--- src/rtl/id_ex_stage.sv ---
`default_nettype none
// ============================================================================
// Module   : id_ex_stage
// Purpose  : ID/EX pipeline register with operand forwarding mux, immediate
//            generation and single-bubble load-use hazard insertion.
// Revision : 1.0
// ============================================================================
module id_ex_stage #(
   parameter int          CNT_W  = 16,
   parameter logic [31:0] NOP_IR = 32'hF000_0000
) (
   input  logic             clk_i,
   input  logic             rst_i,
   input  logic [31:0]      ir_i,
   input  logic             ir_valid_i,
   input  logic [31:0]      rf_a_i,
   input  logic [31:0]      rf_b_i,
   input  logic [1:0]       byp_is_i,
   input  logic [31:0]      byp_data_i,
   input  logic             ex_stall_i,
   input  logic             flush_i,
   output logic [31:0]      ex_ir_o,
   output logic [31:0]      ex_a_o,
   output logic [31:0]      ex_b_o,
   output logic [31:0]      ex_imm_o,
   output logic             ex_valid_o,
   output logic             if_stall_o,
   output logic [CNT_W-1:0] lu_cnt_o
);

   localparam logic [3:0] c_op_lw    = 4'd0;
   localparam logic [3:0] c_op_sw    = 4'd1;
   localparam logic [3:0] c_op_addu  = 4'd3;
   localparam logic [3:0] c_op_addiu = 4'd4;
   localparam logic [3:0] c_op_sll   = 4'd5;
   localparam logic [3:0] c_op_mul   = 4'd6;
   localparam logic [3:0] c_op_bge   = 4'd7;
   localparam logic [3:0] c_op_j     = 4'd8;
   localparam logic [3:0] c_op_muli  = 4'd9;

   logic [31:0]      r_ex_ir;
   logic [31:0]      r_ex_a;
   logic [31:0]      r_ex_b;
   logic [31:0]      r_ex_imm;
   logic             r_ex_valid;
   logic [CNT_W-1:0] r_lu_cnt;

   logic [3:0]  w_op;
   logic [4:0]  w_src1;
   logic [4:0]  w_src2;
   logic        w_has_src1;
   logic        w_has_src2;
   logic [4:0]  w_ex_dst;
   logic        w_lu;
   logic [31:0] w_imm;
   logic [31:0] w_a_next;
   logic [31:0] w_b_next;

   assign w_op = ir_i[31:28];

   // Source register fields of the instruction sitting in decode
   always_comb begin
      w_src1     = ir_i[22:18];
      w_src2     = ir_i[27:23];
      w_has_src1 = 1'b0;
      w_has_src2 = 1'b0;
      case (w_op)
         c_op_lw, c_op_addiu, c_op_sll, c_op_muli: begin
            w_has_src1 = 1'b1;
         end
         c_op_sw: begin
            w_has_src1 = 1'b1;
            w_has_src2 = 1'b1;
         end
         c_op_addu, c_op_mul: begin
            w_src2     = ir_i[17:13];
            w_has_src1 = 1'b1;
            w_has_src2 = 1'b1;
         end
         c_op_bge: begin
            w_src1     = ir_i[27:23];
            w_src2     = ir_i[22:18];
            w_has_src1 = 1'b1;
            w_has_src2 = 1'b1;
         end
         default: begin
            w_has_src1 = 1'b0;
            w_has_src2 = 1'b0;
         end
      endcase
   end

   assign w_ex_dst = r_ex_ir[27:23];
   assign w_lu     = r_ex_valid & (r_ex_ir[31:28] == c_op_lw) & ir_valid_i &
                     ((w_has_src1 & (w_src1 == w_ex_dst)) |
                      (w_has_src2 & (w_src2 == w_ex_dst)));

   always_comb begin
      case (w_op)
         c_op_j:   w_imm = {4'b0, ir_i[27:0]};
         c_op_sll: w_imm = {27'b0, ir_i[4:0]};
         default:  w_imm = {{14{ir_i[17]}}, ir_i[17:0]};
      endcase
   end

   assign w_a_next = byp_is_i[0] ? byp_data_i : rf_a_i;
   assign w_b_next = byp_is_i[1] ? byp_data_i : rf_b_i;

   assign if_stall_o = ~rst_i & ~flush_i & (ex_stall_i | w_lu);

   // Operand/immediate registers simply hold whenever a bubble is latched
   always_ff @(posedge clk_i) begin
      if (rst_i) begin
         r_ex_ir    <= NOP_IR;
         r_ex_a     <= '0;
         r_ex_b     <= '0;
         r_ex_imm   <= '0;
         r_ex_valid <= 1'b0;
         r_lu_cnt   <= '0;
      end else if (flush_i) begin
         r_ex_ir    <= NOP_IR;
         r_ex_valid <= 1'b0;
      end else if (ex_stall_i) begin
         r_ex_ir    <= r_ex_ir;
         r_ex_valid <= r_ex_valid;
      end else if (w_lu) begin
         r_ex_ir    <= NOP_IR;
         r_ex_valid <= 1'b0;
         if (r_lu_cnt != '1) begin
            r_lu_cnt <= r_lu_cnt + CNT_W'(1);
         end
      end else if (!ir_valid_i) begin
         r_ex_ir    <= NOP_IR;
         r_ex_valid <= 1'b0;
      end else begin
         r_ex_ir    <= ir_i;
         r_ex_a     <= w_a_next;
         r_ex_b     <= w_b_next;
         r_ex_imm   <= w_imm;
         r_ex_valid <= 1'b1;
      end
   end

   assign ex_ir_o    = r_ex_ir;
   assign ex_a_o     = r_ex_a;
   assign ex_b_o     = r_ex_b;
   assign ex_imm_o   = r_ex_imm;
   assign ex_valid_o = r_ex_valid;
   assign lu_cnt_o   = r_lu_cnt;

endmodule
`default_nettype wire
--- config.mk ---
export PLATFORM = sky130hd
export DESIGN_NAME = id_ex_stage
export DESIGN_NICKNAME = d
export VERILOG_FILES = /design/src/rtl/id_ex_stage.sv
export SDC_FILE = /design/constraint.sdc
export NUM_CORES = 1
export LEC_CHECK = 0
export CORE_MARGIN = 2
export CORE_UTILIZATION = 48
export DETAILED_ROUTE_END_ITERATION = 10
export GPL_TIMING_DRIVEN = 0
export PLACE_DENSITY_LB_ADDON = 0.1
export SLEW_MARGIN = 20
export SYNTH_ARGS = -nofsm -noshare
export SYNTH_HDL_FRONTEND = slang
export SYNTH_SLANG_ARGS = --single-unit
--- constraint.sdc ---
create_clock -name clk_i -period 3.8 [get_ports clk_i]
set_clock_uncertainty 0.1 [all_clocks]
set_input_delay 0.38 -clock clk_i [delete_from_list [all_inputs] [get_ports clk_i]]
set_output_delay 0.38 -clock clk_i [all_outputs]
set_load 0.02 [all_outputs]
# --- Word-level counts from Yosys, hierarchy flattened ---
# Index checks and enable logic that the tools add are counted.
word_totals:
  regBits: 145
  wordCells: 50
  in_bits: 135
op_classes:
  eq_ne: 11
  add_sub_neg: 1
  bitwise: 13
  n_reduce_logical: 8
  n_mux: 11
ops:
  columns: ["cell", "n"]
  rows:
  - ["32-bit two-way mux", 4]
  - ["32-bit case mux with 2 select lines", 1]
  - ["16-bit by 1-bit adder with 16-bit output, second input constant", 1]
  - ["4-bit by 3-bit == test with 1-bit output, second input constant", 4]
  - ["16-bit inequality test, second input constant", 1]
  - ["5-bit == test", 2]
  - ["5-bit case mux with 2 select lines", 1]
  - ["4-bit == test, second input constant", 2]
  - ["4-bit logical NOT", 2]
  - ["4-bit AND reduction", 2]
  - ["8-bit OR reduction", 1]
  - ["1-bit AND", 7]
  - ["5-bit two-way mux", 1]
  - ["4-bit by 1-bit == test with 1-bit output, second input constant", 1]
  - ["4-bit by 2-bit == test with 1-bit output, second input constant", 1]
  - ["1-bit two-way mux", 4]
  - ["1-bit NOT", 4]
  - ["2-bit OR reduction", 2]
  - ["4-bit OR reduction", 1]
  - ["1-bit OR", 2]

# --- Logic depth before layout (Yosys ltp) ---
# Gate-level depths: netlist of the first run.
logic_depth:
  word_depth: 9
  mapped_depth: 11

# --- Worst setup path before layout of the first run ---
# Ideal clock, no wire load.
synth_timing:
  kind: "input to output"
  start: "in ir_i[31]"
  end: "out if_stall_o"
  n_path_buf: 1
  arrival_ns: 2.138
  path_slack_ns: 1.182
  t_required_ns: 3.320
  path_stages: 7
  cell_sequence: "buf_2 > nand3b_1 > a211oi_2 > nor4_1 > nor4_4 > nand4_1 > a21oi_1"
synth_between:
  elab_chain_cells: 9
synth_rtl:
  columns: ["item", "line", "text"]
  rows:
  - ["start: declaration", "14", "input logic [31:0] ir_i,"]
  - ["4-bit by 2-bit == test with 1-bit output / 4-bit by 3-bit == test with 1-bit output (equally long branches)", "67", "case (w_op)"]
  - ["2-bit OR reduction", "67", null]
  - ["5-bit case mux with 2 select lines", "67", null]
  - ["5-bit == test", "96", "(w_has_src2 & (w_src2 == w_ex_dst)));"]
  - ["1-bit AND", "96", null]
  - ["1-bit OR (*)", "95", "((w_has_src1 & (w_src1 == w_ex_dst)) |"]
  - ["1-bit AND (*)", "94", "assign w_lu = r_ex_valid & (r_ex_ir[31:28] == c_op_lw) & ir_valid_i &"]
  - ["1-bit OR (*)", "109", "assign if_stall_o = ~rst_i & ~flush_i & (ex_stall_i | w_lu);"]
  - ["1-bit AND (*)", "109", null]
  - ["end: declaration", "27", "output logic if_stall_o,"]
# Every way passes the cells marked *; elsewhere a longest branch is shown, timed or not.

# --- Final worst setup path of the first run ---
layout_timing:
  start: "in ir_i[28]"
  end: "out if_stall_o"
# The elaborated chain is that of the path after synthesis.

==> results of run 1 <==
-- power by group through the flow --
stage / sequential (W) / combinational (W) / clock (W)
2_1_floorplan: 0.00167 / 0.000301 / 0
3_3_place_gp: 0.00161 / 0.000713 / 0
3_5_place_dp: 0.00161 / 0.000720 / 0
4_1_cts: 0.00158 / 0.000723 / 0.00160
5_1_grt: 0.00158 / 0.000767 / 0.00166
6_report: 0.00158 / 0.000723 / 0.00159
-- final timing paths --
path,startpoint,to,slack (ns),cells past startpoint
worst max-delay path,ir_i[28],if_stall_o,0.52,9
worst min-delay path,byp_is_i[0],ex_a_o[8]$_SDFFE_PP0P_,0.34,3
worst max register to register,ex_ir_o[26]$_SDFFE_PN0N_,ex_a_o[4]$_SDFFE_PP0P_,1.04,9
worst min register to register,ex_ir_o[4]$_SDFFE_PN0N_,ex_ir_o[4]$_SDFFE_PN0N_,0.35,2
-- cells by family after synthesis --
group | after synthesis
compound gates | 258
simple gates | 164
flops | 142
mux | 82
buf+inv | 78
fa+ha+maj | 1
-- registers in the layout, summed over array words and instances (netlist names) --
name        flops
lu_cnt_o       16
ex_valid_o      1
ex_imm_o       29
ex_ir_o        32
ex_b_o         32
ex_a_o         32
-- metrics by stage --
step	hold WS [ns]	cell area (µm²)	utilization [%]
3_5_place_dp	0.335	10200	69.9
5_1_grt	0.369	10700	73.9
3_3_place_gp	0.334	10200	69.9
6_report	0.338	10700	73.9
4_1_cts	0.332	10700	73.8
2_1_floorplan	0.406	7160	-
-- critical path: cells and delay by family --
kind                   cells  cell delay, ns
AO/OA/AOI/OAI              2            0.35
buffers and inverters      4            1.25
AND/OR/NAND/NOR            3            0.81
-- final cells by class --
cell class	instances	area, µm²
buffer	70	385
clock buffer	19	433
clock inverter	12	123
fill	1137	3790
inverter	8	30.0
multi-input combinational	505	3900
sequential	142	2840
tap	184	230
timing repair buffer	279	2790
-- layout by cell type, fill, tap and decap left out, types with 3 or more instances in the layout --
cell	count
clkinv_2	6
nand3_1	11
or4_1	11
dfxtp_1	142
nor2b_1	17
inv_1	8
nand2_1	38
nor3_1	6
o31ai_1	13
a211oi_1	5
a21oi_2	10
o21a_1	3
mux2i_1	79
o21ai_0	19
buf_6	10
o22ai_1	3
a211oi_2	62
clkdlybuf4s50_1	275
buf_4	9
a22o_1	23
nand2b_1	25
nor2_1	15
o32a_1	4
and3_1	4
nand4_1	14
buf_2	17
clkbuf_16	17
clkbuf_1	38
a21oi_1	85
a311oi_1	10
-- routing by layer --
| metal | routed length, µm | vias up |
|---|---|---|
| met5 | 0 | - |
| met4 | 584 | 0 |
| met3 | 1860 | 43 |
| met2 | 11600 | 292 |
| met1 | 9690 | 3378 |
| li1 | - | 3347 |
-- repair_timing --
action	4_1_cts	5_1_grt
resized for setup	0	2
buffers inserted	1	1
setup endpoints to repair	1	1
pin swaps	0	1
==> results.md, run 1 <==
* Status: complete, no violations
* Flops & latches, synth at 142
* Worst-skew pair later-pin latency at 0.42 ns
* Post-synth top area cell: dfxtp_1
* Via count of the first global-routing pass at 6977
* Worst slew pin tran at 1.03 ns
* Primary FF master, synth: dfxtp_1
* Placed Instances at 1186
* CP Class: primary input to output port
* Gate count of the mapped netlist at 725
* Layout Cells excl Fill at 1219
* Power Dens Cells at 362 nW/µm²
* Mapped Area at 7160 µm²
* Met2 usage at 49.9%
* Routed vias at 7060
* Drt first pass iters at 5
* CTS tree: built
* Worst min path class: primary input to flop
* Combinational share of power at 18.6%
* Place WS at -0.162 ns
* Root Buffer: clkbuf_16
* Multiplexer share of the synthesized area at 11.5%
* First-pass GRT wire length at 37100 µm
* Core ar. at 14500 µm²
* Initial Util at 49.3%
* Data arrival, critical path at 2.80 ns
* Max Slew Vio Count at 0
* Fraction of layout cells with a size suffix above 1 at 14.5%
* Total track usage at 29.1%
* Worst-path fanout max at 10
* Top area cells in the synthesized netlist: dfxtp_1 (40%), mux2i_1 (11%), a211oi_2 (11%), a21oi_1 (5.9%), a22o_1 (2.8%)
* Sw Pwr at 0.00104 W
* GRT Max-Usage Layer: met2
* Ys async rst share at 0%
* Yosys top cell area share at 39.7%
* Max-cap violations at 0
* Met3 Use GR at 8.11%
* Critical-path top delay cell: clkdlybuf4s50_1
* Crit-path cells: clkdlybuf4s50_1, buf_2, inv_1, o211ai_1, nand4_1, nor4_4, nand4_1, a21oi_1, dlymetal6s2s_1
* Crit start category: primary input
* Die Width at 126 µm
* CTS clock-pin slew for the worst setup and hold paths at 0.06 ns
* Main combinational cell family by area after synthesis: compound AO/OA/AOI/OAI gates
* # clock sinks at 142
* Period utilisation layout at 86.2%
* GR Util met1 at 34.9%
* Final GP Congestion at 0.902
* Rows at 44
* Netlist cell types at 67
* EDFF count, synth at 0
* Port bufs at 277
* Initial drt markers at 474
* Syn_nets at 861
* Vias/cell at 5.79
* Gr ovfl total at 0
* DIE HEIGHT at 126 µm
* Worst setup EP type: output port
* TNS Setup at 0 ns
* Synth cell count leaders: dfxtp_1 (142), a21oi_1 (85), mux2i_1 (79), a211oi_2 (62), nand2_1 (38)
* Mean Syn Cell Area at 9.88 µm²
* Final min period at 3.28 ns
* Final hold violation count at 0
* WL/cell at 19.5 µm
* Fmax at 0.305 GHz
* P_leak at 3.89 nW
* Synth Area in XOR/XNOR at 0%
* Htree depth at 4
* Clock network power share at 40.8%
* PnR worst setup slack at 0.523 ns
* Area Growth Syn to Fin at 50.0%
* Bufs on Longest Clock Path at 2
* Simple-Gate Fraction of Synth Area at 13.3%
* CTS buffer count at 17
* Final ANT Viol Nets at 0
* Die area at 15900 µm²
* Final wirelength at 23700 µm
* Post-route DRC violation count at 0
* Detail Placement HPWL at 17900 µm
* Rel. slew slack at 30.6%
* RSZ-0062 raised after global routing: false
* Sw frac at 26.6%
* Largest net degree at the start of global routing at 17
* Hold_buf cts at 0
* Worst VDD drop at 292 µV
* Pint at 0.00285 W
* Post-synthesis sequential area ratio at 39.7%
* Data required time at the worst endpoint at 3.32 ns
* Antenna violations before repair at 0
* CP most frequent cell: nand4_1
* Count leader, synth: dfxtp_1
* Synth warn at 0
* Antenna diodes at 0
* Setup Viol. Count Final at 0
* I/O Pins at 281
* Largest stage delay, worst path at 0.56 ns
* Compound-Gate Fraction of Synth Area at 29.5%
* Pwr Total at 0.00389 W
* Final #Nets at 1159
* Sequential power share at 40.6%
* Post-synthesis adder-cell area fraction at 0.175%
(Power assumes the default switching activity.)
==> inputs of run 2 (changes only) <==
--- a/config.mk
+++ b/config.mk
@@ -10,7 +10,7 @@
 export DETAILED_ROUTE_END_ITERATION = 10
 export GPL_TIMING_DRIVEN = 0
 export PLACE_DENSITY_LB_ADDON = 0.1
-export SLEW_MARGIN = 20
+export SLEW_MARGIN = 40
 export SYNTH_ARGS = -nofsm -noshare
 export SYNTH_HDL_FRONTEND = slang
 export SYNTH_SLANG_ARGS = --single-unit
==> run 2 against run 1 <==
  * Largest power group unchanged
  * Flip-flop and latch count unchanged
  * Via count increased by 0.23%
  * Design area increased by 0.26%
  * Largest cell class unchanged
  * Register-to-register slack got worse by 0.07 ns
  * Routed wire length increased by 1.6%
  * Fmax decreased by 6.8%
==> results.md, run 2 (synthesized netlist as in run 1, its figures left out) <==
* Worst slew pin tran at 0.851 ns (-0.182 ns)
* Largest stage delay, worst path at 0.66 ns (+0.10 ns)
* Sequential power share at 39.7% (-0.9 points)
* Worst-skew pair later-pin latency at 0.42 ns (about the same)
* Fin area at 10800 µm² (+0.26%)
* Worst VDD drop at 292 µV (-0.16%)
* Rel. slew slack at 43.3% (+13 points)
* CTS clock-pin slew for the worst setup and hold paths at 0.06 ns (about the same)
* First-pass GRT wire length at 37800 µm (+1.7%)
* I/O Pins at 281 (unchanged)
* PnR worst setup slack at 0.283 ns (-0.240 ns)
* Clock network power share at 42.1% (+1.3 points)
* Core ar. at 14500 µm² (unchanged)
* Area Growth Syn to Fin at 50.4%
* # clock sinks at 142 (unchanged)
* Htree depth at 4 (unchanged)
* Fmax at 0.284 GHz (-6.8%)
* Place WS at -0.144 ns (+0.0174 ns)
* Gr ovfl total at 0 (unchanged)
* Final wirelength at 24100 µm (+1.6%)
* Initial drt markers at 501 (+5.7%)
* Critical-path top delay cell: clkdlybuf4s50_1
* Post-route DRC violation count at 0 (unchanged)
* WL/cell at 19.8 µm (+1.7%)
* TNS Setup at 0 ns (unchanged)
* Rows at 44 (unchanged)
* Root Buffer: clkbuf_16
* Port bufs at 277 (unchanged)
* Routed vias at 7076 (+0.23%)
* Initial Util at 49.3% (unchanged)
* Antenna diodes at 0 (unchanged)
* Vias/cell at 5.81 (+0.31%)
* Largest net degree at the start of global routing at 17 (unchanged)
* Hold_buf cts at 0 (unchanged)
* Final GP Congestion at 0.902 (unchanged)
* RSZ-0062 raised after global routing: false
* Setup Viol. Count Final at 0 (unchanged)
* Max-cap violations at 0 (unchanged)
* Crit start category: primary input
* Status: complete, no violations
* Bufs on Longest Clock Path at 2 (unchanged)
* Combinational share of power at 18.2% (-0.4 points)
* Final hold violation count at 0 (unchanged)
* Total track usage at 29.6% (+0.52 points)
* Data required time at the worst endpoint at 3.32 ns (about the same)
* Max Slew Vio Count at 0 (unchanged)
* Final hold slack at 0.327 ns (-0.0115 ns)
* Worst-path fanout max at 10 (unchanged)
* Final ANT Viol Nets at 0 (unchanged)
* Sw Pwr at 0.00104 W (+0.48%)
* Final min period at 3.52 ns (+0.240 ns)
* Worst setup EP type: output port
* Pint at 0.00294 W (+2.9%)
* Die Width at 126 µm (unchanged)
* Commonest non-fill, non-tap cells in the layout: clkdlybuf4s50_1 (276), dfxtp_1 (142), a21oi_1 (85)
* Via count of the first global-routing pass at 7074 (+1.4%)
* Drt first pass iters at 5 (unchanged)
* Fraction of layout cells with a size suffix above 1 at 14.6% (+0.11 points)
* CTS buffer count at 17 (unchanged)
* P_leak at 3.90 nW (+0.17%)
* CP Class: primary input to output port
* Commonest non-fill, non-tap cell in the layout: clkdlybuf4s50_1
* Data arrival, critical path at 3.04 ns (+0.24 ns)
* Placed instance area at 10200 µm² (about the same)
* Die area at 15900 µm² (unchanged)
* CTS tree: built
* Sw frac at 26.2% (-0.47 points)
* Final #Nets at 1158 (-0.086%)
* Period utilisation layout at 92.6% (+6.3 points)
* DIE HEIGHT at 126 µm (unchanged)
* Power Dens Cells at 369 nW/µm² (+2.0%)
* Antenna violations before repair at 0 (unchanged)
* Worst min path class: primary input to flop
* Detail Placement HPWL at 17900 µm (about the same)
* Crit-path cells: clkdlybuf4s50_1, buf_6, buf_4, mux2i_1, a221oi_1, a32oi_1, o21a_2, nand4_1, a21oi_1, dlymetal6s2s_1
[run 2: cell types whose count changed in the layout (fill, tap and decap cells not counted)]
cell             before  now
buf_4                 9    8
bufinv_16             2    3
clkbuf_1             38   37
clkbuf_8              0    1
clkdlybuf4s50_1     275  276
clkinvlp_4            2    1
dlymetal6s2s_1        2    1
nor3_1                6    5
nor3_2                1    2
[run 2: metrics by stage]
stage	utilization [%]	power (W)	instances
after floorplan	-	0.00197	725
after global placement	69.9	0.00232	1186
after detailed placement	70.0	0.00233	1186
after CTS	74.1	0.00399	1218
after global routing	74.1	0.00410	1218
final	74.1	0.00398	1218
[run 2: area by class of cell]
type,instances,area (µm²)
fillers,1125,3770
clock buffers,19,443
repair buffers,278,2780
multi-input cells,505,3910
well taps,184,230
inverters,8,30.0
clock inverters,12,145
plain buffers,70,385
flip-flops and latches,142,2840
[run 2: worst paths after layout]
kind,start,endpoint,slack (ns),depth (start not counted)
max,ir_i[30],if_stall_o,0.28,10
min,byp_is_i[0],ex_a_o[8]$_SDFFE_PP0P_,0.33,3
max reg2reg,ex_ir_o[26]$_SDFFE_PN0N_,ex_imm_o[24]$_SDFFE_PP0P_,0.97,8
min reg2reg,ex_ir_o[0]$_SDFFE_PN0N_,ex_ir_o[0]$_SDFFE_PN0N_,0.35,2
[run 2: timing repair]
action	4_1_cts	5_1_grt
resized for setup	0	1
buffers inserted	1	0
endpoints found under the setup margin	1	1
[run 2: worst max-delay path, delay by kind of cell]
kind                   cells  cell delay [ns]
buffers and inverters      4             1.33
AO/OA/AOI/OAI              4             0.86
AND/OR/NAND/NOR            1             0.15
multiplexers               1             0.29
[run 2: metal layers]
metal / track usage [%] / up-vias / share of wire (%)
li1: - / 3345 / -
met1: 34.8 / 3383 / 41
met2: 51.4 / 296 / 49
met3: 8.71 / 52 / 8.2
met4: 10.1 / 0 / 2.6
met5: 0 / - / 0
[run 2: power by group through the flow]
stage	clock network, W	logic, W	registers (W)
6_report	0.00167	0.000725	0.00158
4_1_cts	0.00169	0.000725	0.00158
2_1_floorplan	0	0.000301	0.00167
5_1_grt	0.00175	0.000769	0.00158
3_5_place_dp	0	0.000721	0.00161
3_3_place_gp	0	0.000713	0.00161
==> inputs of run 3 (changes only) <==
--- a/config.mk
+++ b/config.mk
@@ -5,11 +5,13 @@
 export SDC_FILE = /design/constraint.sdc
 export NUM_CORES = 1
 export LEC_CHECK = 0
+export CAP_MARGIN = 30
 export CORE_MARGIN = 2
 export CORE_UTILIZATION = 48
 export DETAILED_ROUTE_END_ITERATION = 10
 export GPL_TIMING_DRIVEN = 0
 export PLACE_DENSITY_LB_ADDON = 0.1
+export SKIP_CTS_REPAIR_TIMING = 1
 export SLEW_MARGIN = 40
 export SYNTH_ARGS = -nofsm -noshare
 export SYNTH_HDL_FRONTEND = slang
==> run 3 against run 2 <==
  * Critical path depth decreased by 1
  * Register-to-register slack about the same
  * Die area unchanged
  * Flip-flop and latch count unchanged
  * First-iteration DRC count decreased by 13%
  * Routed wire length decreased by 0.12%
  * Design area about the same
  * Critical endpoint unchanged
  * Total power about the same
  * Combinational power about the same
  * Clock-buffer cell count unchanged
  * Via count decreased by 0.31%
==> results.md, run 3 (synthesized netlist as in run 1, its figures left out) <==
* Power Dens Cells at 369 nW/µm² (about the same)
* Final hold violation count at 0 (unchanged)
* Pwr Total at 0.00398 W (about the same)
* Worst-skew pair later-pin latency at 0.42 ns (about the same)
* Core ar. at 14500 µm² (unchanged)
* Antenna violations before repair at 0 (unchanged)
* First-pass GRT wire length at 37700 µm (-0.15%)
* P_leak at 3.90 nW (about the same)
* WL/cell at 19.8 µm (-0.20%)
* CTS clock-pin slew for the worst setup and hold paths at 0.06 ns (about the same)
* RSZ-0062 raised after global routing: false
* Worst VDD drop at 290 µV (-0.73%)
* Gr ovfl total at 0 (unchanged)
* Initial drt markers at 438 (-13%)
* Final ANT Viol Nets at 0 (unchanged)
* Post-route DRC violation count at 0 (unchanged)
* Setup Viol. Count Final at 0 (unchanged)
* GRT Max-Usage Layer: met2
* Worst slew pin tran at 0.839 ns (-0.0123 ns)
* Min-Delay Endpoint: ex_a_o[8]$_SDFFE_PP0P_
* Sequential power share at 39.7% (about the same)
* Final wirelength at 24100 µm (-0.12%)
* Met2 usage at 51.2% (-0.19 points)
* PnR worst setup slack at 0.157 ns (-0.126 ns)
* Worst Reg-to-Reg Cells at 9 (+1)
* DIE HEIGHT at 126 µm (unchanged)
* Crit start category: primary input
* Met3 Use GR at 8.71% (unchanged)
* Worst-path fanout max at 7 (-3)
* Antenna diodes at 0 (unchanged)
* Routed vias at 7054 (-0.31%)
* Initial Util at 49.3% (unchanged)
* Total track usage at 29.5% (-0.045 points)
* Data required time at the worst endpoint at 3.32 ns (about the same)
* Place WS at -0.144 ns (unchanged)
* Largest net degree at the start of global routing at 17 (unchanged)
* CP Class: primary input to output port
* Reg2reg end: ex_a_o[4]$_SDFFE_PP0P_
* Die area at 15900 µm² (unchanged)
* Via count of the first global-routing pass at 7058 (-0.23%)
* Status: complete, no violations
* Port bufs at 277 (unchanged)
* Final #Nets at 1159 (+0.086%)
* Htree depth at 4 (unchanged)
* Pint at 0.00294 W (about the same)
* Sw Pwr at 0.00104 W (about the same)
* Drt first pass iters at 5 (unchanged)
* Detail Placement HPWL at 17900 µm (unchanged)
* # clock sinks at 142 (unchanged)
* Commonest non-fill, non-tap cells in the layout: clkdlybuf4s50_1 (276), dfxtp_1 (142), a21oi_1 (85)
* Final min period at 3.64 ns (+0.126 ns)
* Worst setup EP type: output port
* RR Startpoint: ex_ir_o[26]$_SDFFE_PN0N_
* Area Growth Syn to Fin at 50.5% (about the same)
* Root Buffer: clkbuf_16
* Die Width at 126 µm (unchanged)
* Rel. slew slack at 44.1% (+0.82 points)
* I/O Pins at 281 (unchanged)
* Max-cap violations at 0 (unchanged)
* Sw frac at 26.2% (about the same)
* CTS tree: built
* Max Slew Vio Count at 0 (unchanged)
* Data arrival, critical path at 3.16 ns (+0.12 ns)
* Worst min path class: primary input to flop
* R2r setup slk at 0.96 ns (about the same)
* Vias/cell at 5.79 (-0.39%)
* HP Start: byp_is_i[0]
* Fmax at 0.274 GHz (-3.5%)
* Bufs on Longest Clock Path at 2 (unchanged)
* Rows at 44 (unchanged)
* CTS buffer count at 17 (unchanged)
* Fraction of layout cells with a size suffix above 1 at 14.7% (+0.083 points)
* GR Util met1 at 34.9% (about the same)
* Combinational share of power at 18.2% (about the same)
* Commonest non-fill, non-tap cell in the layout: clkdlybuf4s50_1
* Period utilisation layout at 95.9% (+3.3 points)
* Clock network power share at 42.1% (about the same)
* Hold Path Depth at 3 (unchanged)
* Fillers at 1121 (-0.36%)
* Final GP Congestion at 0.902 (unchanged)
## run 3: changes by cell type in the layout (fill, tap and decap cells not counted)
cell   before  now
buf_4       8    9
## run 3: worst max-delay path by stage
stage | from | slack, ns | end | depth (start not counted)
finish | ir_i[29] | 0.16 | if_stall_o | 9
global route | ir_i[28] | 0.04 | if_stall_o | 9
CTS | ir_i[30] | -0.27 | if_stall_o | 10
detailed placement | ir_i[30] | -0.14 | if_stall_o | 10
global placement | ir_i[30] | -0.11 | if_stall_o | 10
floorplan | ir_i[31] | 1.18 | if_stall_o | 7
## run 3: power by group through the flow
stage	clock, W	sequential [W]	combinational [W]
final	0.00167	0.00158	0.000725
after detailed placement	0	0.00161	0.000721
after CTS	0.00169	0.00158	0.000725
after global routing	0.00175	0.00158	0.000770
after floorplan	0	0.00167	0.000301
after global placement	0	0.00161	0.000713
## run 3: final cells by class
type / count / area, µm² / share of cell area [%]
inverter: 8 / 30.0 / 0.279
buffer: 70 / 385 / 3.58
sequential: 142 / 2840 / 26.4
clock buffer: 19 / 443 / 4.11
timing repair buffer: 279 / 2790 / 25.9
tap: 184 / 230 / 2.14
clock inverter: 12 / 145 / 1.35
multi-input combinational: 505 / 3910 / 36.3
## run 3: layer usage
layer / vias to the layer above / part of all wire [%] / wire length [µm]
li1: 3343 / - / -
met1: 3400 / 41 / 9890
met2: 270 / 49 / 11700
met3: 41 / 7.8 / 1870
met4: 0 / 2.4 / 580
met5: - / 0 / 0
## run 3: critical path: stages
cell,delay (ns)
clkdlybuf4s50_1,0.59
and4b_1,0.22
buf_2,0.18
mux2i_1,0.09
a211oi_1,0.46
and3b_2,0.35
a21oi_1,0.08
a21oi_1,0.15
clkdlybuf4s50_1,0.66
## run 3: metrics by stage
| stage | setup TNS, ns | area (µm²) | cells | hold WS, ns | util [%] |
|---|---|---|---|---|---|
| floorplan | 0 | 7160 | 725 | 0.406 | - |
| CTS | -0.267 | 10800 | 1217 | 0.324 | 74.0 |
| global placement | -0.106 | 10200 | 1186 | 0.334 | 69.9 |
| detailed placement | -0.144 | 10200 | 1186 | 0.335 | 70.0 |
| global route | 0 | 10800 | 1219 | 0.355 | 74.1 |
| finish | 0 | 10800 | 1219 | 0.332 | 74.1 |
